<file path="config.mk">
export PLATFORM = sky130hd
export DESIGN_NAME = mem_port_arbiter_flat
export DESIGN_NICKNAME = d
export VERILOG_FILES = /design/src/rtl/mem_port_arbiter_pkg.sv /design/src/rtl/mem_port_arbiter_if.sv /design/src/rtl/mem_port_arbiter_rr_starve_guard.sv /design/src/rtl/mem_port_arbiter.sv /design/src/flat_wrapper.sv
export SDC_FILE = /design/constraint.sdc
export NUM_CORES = 1
export LEC_CHECK = 0
export BUFFER_PORTS_ARGS = -buffer_cell sky130_fd_sc_hd__buf_2
export CORE_AREA = 10 10 109 111
export DETAILED_ROUTE_END_ITERATION = 10
export DIE_AREA = 0 0 119 121
export PLACE_DENSITY = 0.8
export SYNTH_ARGS = -nofsm -noshare
export SYNTH_HDL_FRONTEND = slang
export SYNTH_SLANG_ARGS = --single-unit
</file>
<file path="constraint.sdc">
create_clock -name clock -period 4.52 [get_ports clock]
set_input_delay 1.13 -clock clock [delete_from_list [all_inputs] [get_ports clock]]
set_output_delay 1.13 -clock clock [all_outputs]
set_load 0.01 [all_outputs]
</file>
<file path="src/rtl/mem_port_arbiter_pkg.sv">
// mem_port_arbiter_pkg
//   Shared definitions for the unified-memory port arbiter: FSM state
//   encoding, transaction owner encoding, reset/NOP constants and the
//   saturating streak-counter helper.
package mem_port_arbiter_pkg;

  typedef enum logic [1:0] {
    ST_IDLE  = 2'd0,
    ST_ISSUE = 2'd1,
    ST_WAIT  = 2'd2
  } arb_state_e;

  typedef enum logic {
    OWN_IF = 1'b0,
    OWN_D  = 1'b1
  } owner_e;

  localparam int unsigned STREAK_W   = 4;
  localparam logic        NOP_WRITE  = 1'b0;
  localparam logic [31:0] STAT_RESET = '0;

  // Increment, but never beyond the configured limit.
  function automatic logic [STREAK_W-1:0] streak_sat_inc(
    input logic [STREAK_W-1:0] cur,
    input logic [STREAK_W-1:0] limit
  );
    return (cur >= limit) ? limit : cur + 1'b1;
  endfunction

endpackage

</file>
<file path="src/rtl/mem_port_arbiter_if.sv">
// mem_port_arbiter_if
//   Bundles the fetch requester, data requester and memory port signals.
//   slave  : the arbiter's view (requests/memory responses in, grants,
//            responses and memory request out).
//   master : the environment's view (fetch unit, MEM stage and memory).
interface mem_port_arbiter_if #(
  parameter int unsigned DATA_WIDTH   = 32,
  parameter int unsigned ADDRESS_BITS = 20
);

  // Fetch requester
  logic                    if_req;
  logic [ADDRESS_BITS-1:0] if_addr;
  logic                    if_gnt;
  logic                    if_rvalid;
  logic [DATA_WIDTH-1:0]   if_rdata;
  logic                    if_flush;

  // Data requester
  logic                    d_req;
  logic                    d_write;
  logic [ADDRESS_BITS-1:0] d_addr;
  logic [DATA_WIDTH-1:0]   d_wdata;
  logic                    d_gnt;
  logic                    d_rvalid;
  logic [DATA_WIDTH-1:0]   d_rdata;

  // Memory port
  logic                    mem_req;
  logic                    mem_write;
  logic [ADDRESS_BITS-1:0] mem_addr;
  logic [DATA_WIDTH-1:0]   mem_wdata;
  logic                    mem_ready;
  logic                    mem_valid;
  logic [DATA_WIDTH-1:0]   mem_rdata;

  modport slave (
    input  if_req, if_addr, if_flush,
    input  d_req, d_write, d_addr, d_wdata,
    input  mem_ready, mem_valid, mem_rdata,
    output if_gnt, if_rvalid, if_rdata,
    output d_gnt, d_rvalid, d_rdata,
    output mem_req, mem_write, mem_addr, mem_wdata
  );

  modport master (
    output if_req, if_addr, if_flush,
    output d_req, d_write, d_addr, d_wdata,
    output mem_ready, mem_valid, mem_rdata,
    input  if_gnt, if_rvalid, if_rdata,
    input  d_gnt, d_rvalid, d_rdata,
    input  mem_req, mem_write, mem_addr, mem_wdata
  );

endinterface

</file>
<file path="src/rtl/mem_port_arbiter_rr_starve_guard.sv">
// rr_starve_guard
//   Priority decision between fetch and data requesters plus the streak
//   counter that stops a run of data accesses from starving fetch.
//   clock_i, reset_i : clock, synchronous active-high reset
//   if_req_i, d_req_i: requests present this cycle
//   grant_i          : a grant is being issued this cycle to winner_o
//   winner_o         : owner selected (valid when either request is high)
//   forced_o         : fetch wins only because the streak hit its limit
module rr_starve_guard
  import mem_port_arbiter_pkg::*;
#(
  parameter int unsigned STREAK_LIMIT = 4
) (
  input  logic   clock_i,
  input  logic   reset_i,
  input  logic   if_req_i,
  input  logic   d_req_i,
  input  logic   grant_i,
  output owner_e winner_o,
  output logic   forced_o
);

  localparam logic [STREAK_W-1:0] LIMIT = STREAK_W'(STREAK_LIMIT);

  logic [STREAK_W-1:0] streak_q, streak_d;
  logic                at_limit;

  assign at_limit = (streak_q == LIMIT);

  always_comb begin
    forced_o = if_req_i && d_req_i && at_limit;
    winner_o = (d_req_i && !(if_req_i && at_limit)) ? OWN_D : OWN_IF;
  end

  // Streak only grows while fetch is actually waiting behind data.
  always_comb begin
    streak_d = streak_q;
    if (grant_i) begin
      if (winner_o == OWN_IF) begin
        streak_d = '0;
      end else if (if_req_i) begin
        streak_d = streak_sat_inc(streak_q, LIMIT);
      end else begin
        streak_d = '0;
      end
    end
  end

  always_ff @(posedge clock_i) begin
    if (reset_i) begin
      streak_q <= '0;
    end else begin
      streak_q <= streak_d;
    end
  end

endmodule

</file>
<file path="src/rtl/mem_port_arbiter.sv">
// mem_port_arbiter
//   Serialises instruction-fetch and data-memory requests onto the single
//   unified memory port, one transaction outstanding at a time.
//   clock  : sole clock
//   reset  : synchronous, active-high
//   bus    : requester handshakes and memory port (slave modport)
//   busy   : FSM is not idle
//   report : print grant statistics tagged with CORE
module mem_port_arbiter
  import mem_port_arbiter_pkg::*;
#(
  parameter int unsigned CORE         = 0,
  parameter int unsigned DATA_WIDTH   = 32,
  parameter int unsigned ADDRESS_BITS = 20,
  parameter int unsigned STREAK_LIMIT = 4
) (
  input  logic               clock,
  input  logic               reset,
  mem_port_arbiter_if.slave  bus,
  output logic               busy,
  input  logic               report
);

  arb_state_e              state_q, state_d;
  owner_e                  owner_q, owner_d;
  logic                    write_q, write_d;
  logic [ADDRESS_BITS-1:0] addr_q, addr_d;
  logic [DATA_WIDTH-1:0]   wdata_q, wdata_d;
  logic                    drop_q, drop_d;
  logic                    if_rvalid_q, if_rvalid_d;
  logic                    d_rvalid_q, d_rvalid_d;
  logic [DATA_WIDTH-1:0]   if_rdata_q, if_rdata_d;
  logic [DATA_WIDTH-1:0]   d_rdata_q, d_rdata_d;
  logic [31:0]             stat_if_q, stat_d_q, stat_forced_q;

  owner_e                  winner;
  logic                    forced;
  logic                    grant;
  logic                    if_gnt_c, d_gnt_c;

  // Grants are combinational from IDLE, so reset must mask them directly.
  assign grant    = (state_q == ST_IDLE) && (bus.if_req || bus.d_req) && !reset;
  assign if_gnt_c = grant && (winner == OWN_IF);
  assign d_gnt_c  = grant && (winner == OWN_D);

  rr_starve_guard #(
    .STREAK_LIMIT (STREAK_LIMIT)
  ) u_guard (
    .clock_i  (clock),
    .reset_i  (reset),
    .if_req_i (bus.if_req),
    .d_req_i  (bus.d_req),
    .grant_i  (grant),
    .winner_o (winner),
    .forced_o (forced)
  );

  always_comb begin
    state_d     = state_q;
    owner_d     = owner_q;
    write_d     = write_q;
    addr_d      = addr_q;
    wdata_d     = wdata_q;
    drop_d      = drop_q;
    if_rvalid_d = 1'b0;
    d_rvalid_d  = 1'b0;
    if_rdata_d  = if_rdata_q;
    d_rdata_d   = d_rdata_q;

    unique case (state_q)
      ST_IDLE: begin
        if (grant) begin
          owner_d = winner;
          drop_d  = 1'b0;
          state_d = ST_ISSUE;
          if (winner == OWN_D) begin
            write_d = bus.d_write;
            addr_d  = bus.d_addr;
            wdata_d = bus.d_wdata;
          end else begin
            write_d = NOP_WRITE;
            addr_d  = bus.if_addr;
            wdata_d = '0;
          end
        end
      end
      ST_ISSUE: begin
        if ((owner_q == OWN_IF) && bus.if_flush) drop_d = 1'b1;
        if (bus.mem_ready) state_d = ST_WAIT;
      end
      ST_WAIT: begin
        if (bus.mem_valid) begin
          state_d = ST_IDLE;
          drop_d  = 1'b0;
          if (owner_q == OWN_D) begin
            d_rvalid_d = 1'b1;
            d_rdata_d  = write_q ? '0 : bus.mem_rdata;
          end else if (!drop_q && !bus.if_flush) begin
            // A flush coinciding with completion drops the response too.
            if_rvalid_d = 1'b1;
            if_rdata_d  = bus.mem_rdata;
          end
        end else if ((owner_q == OWN_IF) && bus.if_flush) begin
          drop_d = 1'b1;
        end
      end
      default: state_d = ST_IDLE;
    endcase
  end

  always_ff @(posedge clock) begin
    if (reset) begin
      state_q       <= ST_IDLE;
      owner_q       <= OWN_IF;
      write_q       <= NOP_WRITE;
      addr_q        <= '0;
      wdata_q       <= '0;
      drop_q        <= 1'b0;
      if_rvalid_q   <= 1'b0;
      d_rvalid_q    <= 1'b0;
      if_rdata_q    <= '0;
      d_rdata_q     <= '0;
      stat_if_q     <= STAT_RESET;
      stat_d_q      <= STAT_RESET;
      stat_forced_q <= STAT_RESET;
    end else begin
      state_q     <= state_d;
      owner_q     <= owner_d;
      write_q     <= write_d;
      addr_q      <= addr_d;
      wdata_q     <= wdata_d;
      drop_q      <= drop_d;
      if_rvalid_q <= if_rvalid_d;
      d_rvalid_q  <= d_rvalid_d;
      if_rdata_q  <= if_rdata_d;
      d_rdata_q   <= d_rdata_d;
      if (if_gnt_c)           stat_if_q     <= stat_if_q + 32'd1;
      if (d_gnt_c)            stat_d_q      <= stat_d_q + 32'd1;
      if (if_gnt_c && forced) stat_forced_q <= stat_forced_q + 32'd1;
    end
  end

  assign bus.if_gnt    = if_gnt_c;
  assign bus.d_gnt     = d_gnt_c;
  assign bus.if_rvalid = if_rvalid_q;
  assign bus.d_rvalid  = d_rvalid_q;
  assign bus.if_rdata  = if_rdata_q;
  assign bus.d_rdata   = d_rdata_q;
  assign bus.mem_req   = (state_q == ST_ISSUE);
  assign bus.mem_write = write_q;
  assign bus.mem_addr  = addr_q;
  assign bus.mem_wdata = wdata_q;
  assign busy          = (state_q != ST_IDLE);

`ifndef SYNTHESIS
  always_ff @(posedge clock) begin
    if (report) begin
      $display("mem_port_arbiter core %0d: fetch grants %0d, data grants %0d, forced fetches %0d",
               CORE, stat_if_q, stat_d_q, stat_forced_q);
    end
  end
`endif

endmodule
</file>
<file path="src/flat_wrapper.sv">
// flat-port wrapper written by rule: the top's interface ports become plain ports
module mem_port_arbiter_flat import mem_port_arbiter_pkg::*;
#(
  parameter int unsigned CORE         = 0,
  parameter int unsigned DATA_WIDTH   = 32,
  parameter int unsigned ADDRESS_BITS = 20,
  parameter int unsigned STREAK_LIMIT = 4
)
  (clock, reset, busy, report, bus_if_req, bus_if_addr, bus_if_flush, bus_d_req, bus_d_write, bus_d_addr, bus_d_wdata, bus_mem_ready, bus_mem_valid, bus_mem_rdata, bus_if_gnt, bus_if_rvalid, bus_if_rdata, bus_d_gnt, bus_d_rvalid, bus_d_rdata, bus_mem_req, bus_mem_write, bus_mem_addr, bus_mem_wdata);
  mem_port_arbiter_if #(.DATA_WIDTH(DATA_WIDTH), .ADDRESS_BITS(ADDRESS_BITS)) bus_i ();
  input  logic clock;
  input  logic reset;
  output logic busy;
  input  logic report;
  input wire logic [$bits(bus_i.if_req)-1:0] bus_if_req;
  input wire logic [$bits(bus_i.if_addr)-1:0] bus_if_addr;
  input wire logic [$bits(bus_i.if_flush)-1:0] bus_if_flush;
  input wire logic [$bits(bus_i.d_req)-1:0] bus_d_req;
  input wire logic [$bits(bus_i.d_write)-1:0] bus_d_write;
  input wire logic [$bits(bus_i.d_addr)-1:0] bus_d_addr;
  input wire logic [$bits(bus_i.d_wdata)-1:0] bus_d_wdata;
  input wire logic [$bits(bus_i.mem_ready)-1:0] bus_mem_ready;
  input wire logic [$bits(bus_i.mem_valid)-1:0] bus_mem_valid;
  input wire logic [$bits(bus_i.mem_rdata)-1:0] bus_mem_rdata;
  output wire logic [$bits(bus_i.if_gnt)-1:0] bus_if_gnt;
  output wire logic [$bits(bus_i.if_rvalid)-1:0] bus_if_rvalid;
  output wire logic [$bits(bus_i.if_rdata)-1:0] bus_if_rdata;
  output wire logic [$bits(bus_i.d_gnt)-1:0] bus_d_gnt;
  output wire logic [$bits(bus_i.d_rvalid)-1:0] bus_d_rvalid;
  output wire logic [$bits(bus_i.d_rdata)-1:0] bus_d_rdata;
  output wire logic [$bits(bus_i.mem_req)-1:0] bus_mem_req;
  output wire logic [$bits(bus_i.mem_write)-1:0] bus_mem_write;
  output wire logic [$bits(bus_i.mem_addr)-1:0] bus_mem_addr;
  output wire logic [$bits(bus_i.mem_wdata)-1:0] bus_mem_wdata;
  assign bus_i.if_req = bus_if_req;
  assign bus_i.if_addr = bus_if_addr;
  assign bus_i.if_flush = bus_if_flush;
  assign bus_i.d_req = bus_d_req;
  assign bus_i.d_write = bus_d_write;
  assign bus_i.d_addr = bus_d_addr;
  assign bus_i.d_wdata = bus_d_wdata;
  assign bus_i.mem_ready = bus_mem_ready;
  assign bus_i.mem_valid = bus_mem_valid;
  assign bus_i.mem_rdata = bus_mem_rdata;
  assign bus_if_gnt = bus_i.if_gnt;
  assign bus_if_rvalid = bus_i.if_rvalid;
  assign bus_if_rdata = bus_i.if_rdata;
  assign bus_d_gnt = bus_i.d_gnt;
  assign bus_d_rvalid = bus_i.d_rvalid;
  assign bus_d_rdata = bus_i.d_rdata;
  assign bus_mem_req = bus_i.mem_req;
  assign bus_mem_write = bus_i.mem_write;
  assign bus_mem_addr = bus_i.mem_addr;
  assign bus_mem_wdata = bus_i.mem_wdata;
  mem_port_arbiter #(.CORE(CORE), .DATA_WIDTH(DATA_WIDTH), .ADDRESS_BITS(ADDRESS_BITS), .STREAK_LIMIT(STREAK_LIMIT)) u_core (.clock(clock), .reset(reset), .bus(bus_i), .busy(busy), .report(report));
endmodule
</file>
==> metrics.md <==
| Metric | Value |
|---|---|
| Period minus WS final | `about 3.4 ns` |
| Most used DFF post-synth | `dfxtp_1` |
| Core area | `9640 sq um` |
| Hold worst-path end | `u_core.bus.if_rdata[18]` |
| Initial DRC count | `305` |
| Critical R2R Capture | `u_core.bus.if_rdata[1]` |
| Number of CTS-inserted buffers | `17` |
| GRT overflow | `0` |
| Routed WL per cell | `approximately 17 um` |
| Layout cells sized above 1 | `0.374` |
| I/O pins | `~240` |
| CP max stage cell | `nand2_1` |
| Mapped cell area | `4550 sq um` |
| Setup CP Type | `input port to primary output` |
| Simple-gate portion of the synthesized area | `0.144` |
| Later-pin clock latency in the skew report | `roughly 0.50 ns` |
| Total wire length | `~14000 um` |
| Post-synth EDFFs | `0` |
| LEAKAGE | `around 3 nW` |
| Max VDD drop | `~0.00034 V` |
| Status | `finished, final reports clean` |
| # rows | `36` |
| Final Hold Fails | `0` |
| Max Buffers Root-to-Sink | `2` |
| Crit Path Max Fanout | `21` |
| Crit-path max cell delay | `0.42 ns` |
| Largest net degree at the start of global routing | `91` |
| RSZ-0062 raised after global routing | `no` |
| Clock sinks | `approximately 130` |
| HP Class | `register to register` |
| HPWL after detailed placement | `10600 um` |
| Nature of the critical path endpoint | `primary output` |
| Synthesis warning total | `0` |
| Crit share post-route | `0.759` |
| Worst reg2reg path depth | `6` |
| Slew @ Worst Pin | `1.08 ns` |
| Routability cong. | `0.787` |
| Setup Buffers After CTS | `0` |
| Die Ht | `~120 um` |
| Pwr dens | `between 400 and 500 nW/um^2` |
| Fin Setup TNS | `0 ns` |
| Syn Area/Cell | `roughly 9.2 sq um` |
| Vias per std cell | `about 5.2` |
| Critical path arrival | `about 2.3 ns` |
| Nets@finish | `835` |
| Top post-synthesis cells by area | `dfxtp_1, nand2_1, a22o_1` |
| WHS | `0.450 ns` |
| Via count | `4469` |
| Synth Area in Compound Gates | `0.224` |
| Sequential element share of the synthesized area | `0.559` |
| Max Fclk | `about 290 MHz` |
| Number of global-route vias before repair | `4557` |
| First-pass GRT wire length | `22800 um` |
| ANT nets after route | `0` |
| Normalized max-slew margin | `0.279` |
| Ys async rst share | `0` |
| Yosys reg bits | `roughly 130` |
| GRT Util Overall | `0.193` |
| Port Buffers | `about 230` |
| DRC viols | `0` |
| Final setup fails | `0` |
| Worst reg2reg path startpoint | `u_core.state_q[0]` |
| CTS root buf | `clkbuf_8` |
| Reg clk slew, reported paths | `about 0.050 ns` |
| Final slew viol count | `0` |
| Hold-fix buffers, CTS | `0` |
| TritonRoute pass-1 iters | `6` |
| Syn Nets | `between 600 and 700` |
| CP Cell Sequence | `buf_2 > nand4b_1 > nand2_1 > nor3_1 > buf_2` |
| HP Start | `u_core.bus.if_rdata[18]` |
| Post-cts resize count | `0` |
| Diodes inserted | `0` |
| Xor and xnor area share after synthesis | `0` |
| Top cell by count, worst path | `buf_2` |
| CTS tree | `done` |
| Synth Area in Adders | `0.0192` |
| Synth area leader | `dfxtp_1` |
| Die Wd | `119 um` |
| Max_cap viols | `0` |
| Post-synthesis mux area share | `0.00440` |
| Initial antenna violation count | `0` |
| R2R setup slack | `between 2 and 2.5 ns` |
| CTS H-Tree Depth | `4` |
| Library cells used by synthesis | `33` |
| Area Overhead vs Synth | `38.4%` |
| Setup Skew | `around 0.013 ns` |
| Die Footprint | `between 10000 and 15000 sq um` |
| Starting Density | `0.472` |
| Share of the synthesized area in the top cell type | `0.559` |
| Hold Crit Depth | `2` |
| Combinational family with the most area after synthesis | `compound AO/OA/AOI/OAI gates` |
| CP Launch Type | `input port` |
| Post-Synthesis Cells | `~490` |
| Required @ worst endpoint | `around 3.4 ns` |
## flip-flops by register name (all words and copies together) (netlist names)
name,flops
u_core.u_guard.streak_q,4
u_core.bus.d_rvalid,1
u_core.owner_q,1
u_core.drop_q,1
u_core.bus.if_rdata,32
u_core.state_q,2
u_core.bus.d_rdata,32
u_core.bus.mem_wdata,32
u_core.bus.mem_addr,20
u_core.bus.if_rvalid,1
u_core.bus.mem_write,1
## Yosys cell counts, drive strengths merged, types with 2 or more instances
cell,n
nor3,4
buf,27
dfxtp,127
clkbuf,13
a22o,32
nor2,60
a21oi,55
a22oi,33
ha,7
o21ai,2
a31oi,2
inv,7
a211oi,21
nand2,88
mux2i,2
## placed cells by master, fill, tap and decap left out, drive strengths merged, types with 2 or more instances in the layout
cell type / count
a22o: 32
nor2: 60
inv: 7
mux2i: 2
a31oi: 2
nor3: 4
a22oi: 33
dfxtp: 127
clkbuf: 24
nand2: 88
ha: 7
a211oi: 21
o21ai: 2
clkinv: 6
a21oi: 55
buf: 242
## layout make-up
cell class / instances / area [sq um]
clock buffer: 24 / 450
multi-input combinational: 320 / 1810
clock inverter: 7 / 63.8
tap: 133 / 166
fill: 825 / 3340
timing repair buffer: 242 / 1230
inverter: 7 / 26.3
sequential: 127 / 2540
## how the worst max path moves through the flow
stage          depth (start not counted)  slack, ns    endpoint  startpoint
2_1_floorplan                          4       1.50  bus_if_gnt  bus_if_req
6_report                               5       1.09   bus_d_gnt  bus_if_req
3_5_place_dp                           5       1.09   bus_d_gnt  bus_if_req
3_3_place_gp                           5       1.14   bus_d_gnt  bus_if_req
4_1_cts                                5       1.08   bus_d_gnt  bus_if_req
5_1_grt                                5       0.90   bus_d_gnt  bus_if_req
## stage by stage
step	worst slack, ns	power (mW)	area (sq um)	util	cells
global placement	1.14	1.95	5780	0.600	829
global route	0.902	3.32	6300	0.653	860
detailed placement	1.09	1.98	5780	0.600	829
CTS	1.08	3.18	6300	0.653	860
finish	1.09	3.14	6300	0.653	860
floorplan	1.50	1.72	4550	-	494
## per-layer routing
metal | track usage | vias up | wire [um]
li1 | - | 2166 | -
met1 | 0.205 | 2084 | 5690
met2 | 0.332 | 203 | 7210
met3 | 0.0875 | 16 | 1320
met4 | 0.0649 | 0 | 214
met5 | 0 | - | 0
## logic make-up (layout without fill, tap and decap cells)
group / after synthesis / count (layout)
simple gates: 162 / 162
compound gates: 149 / 149
flops: 127 / 127
buf+inv: 47 / 280
fa+ha+maj: 7 / 7
mux: 2 / 2
## power by group
group	switching (mW)	internal (mW)
Sequential	0.0611	1.23
Combinational	0.409	0.256
Clock	0.450	0.736
## worst max-delay path, delay by kind of cell
kind          cells  cell delay [ns]
buf+inv           2             0.31
simple gates      3             0.86
Power figures use the tool's default switching activity.
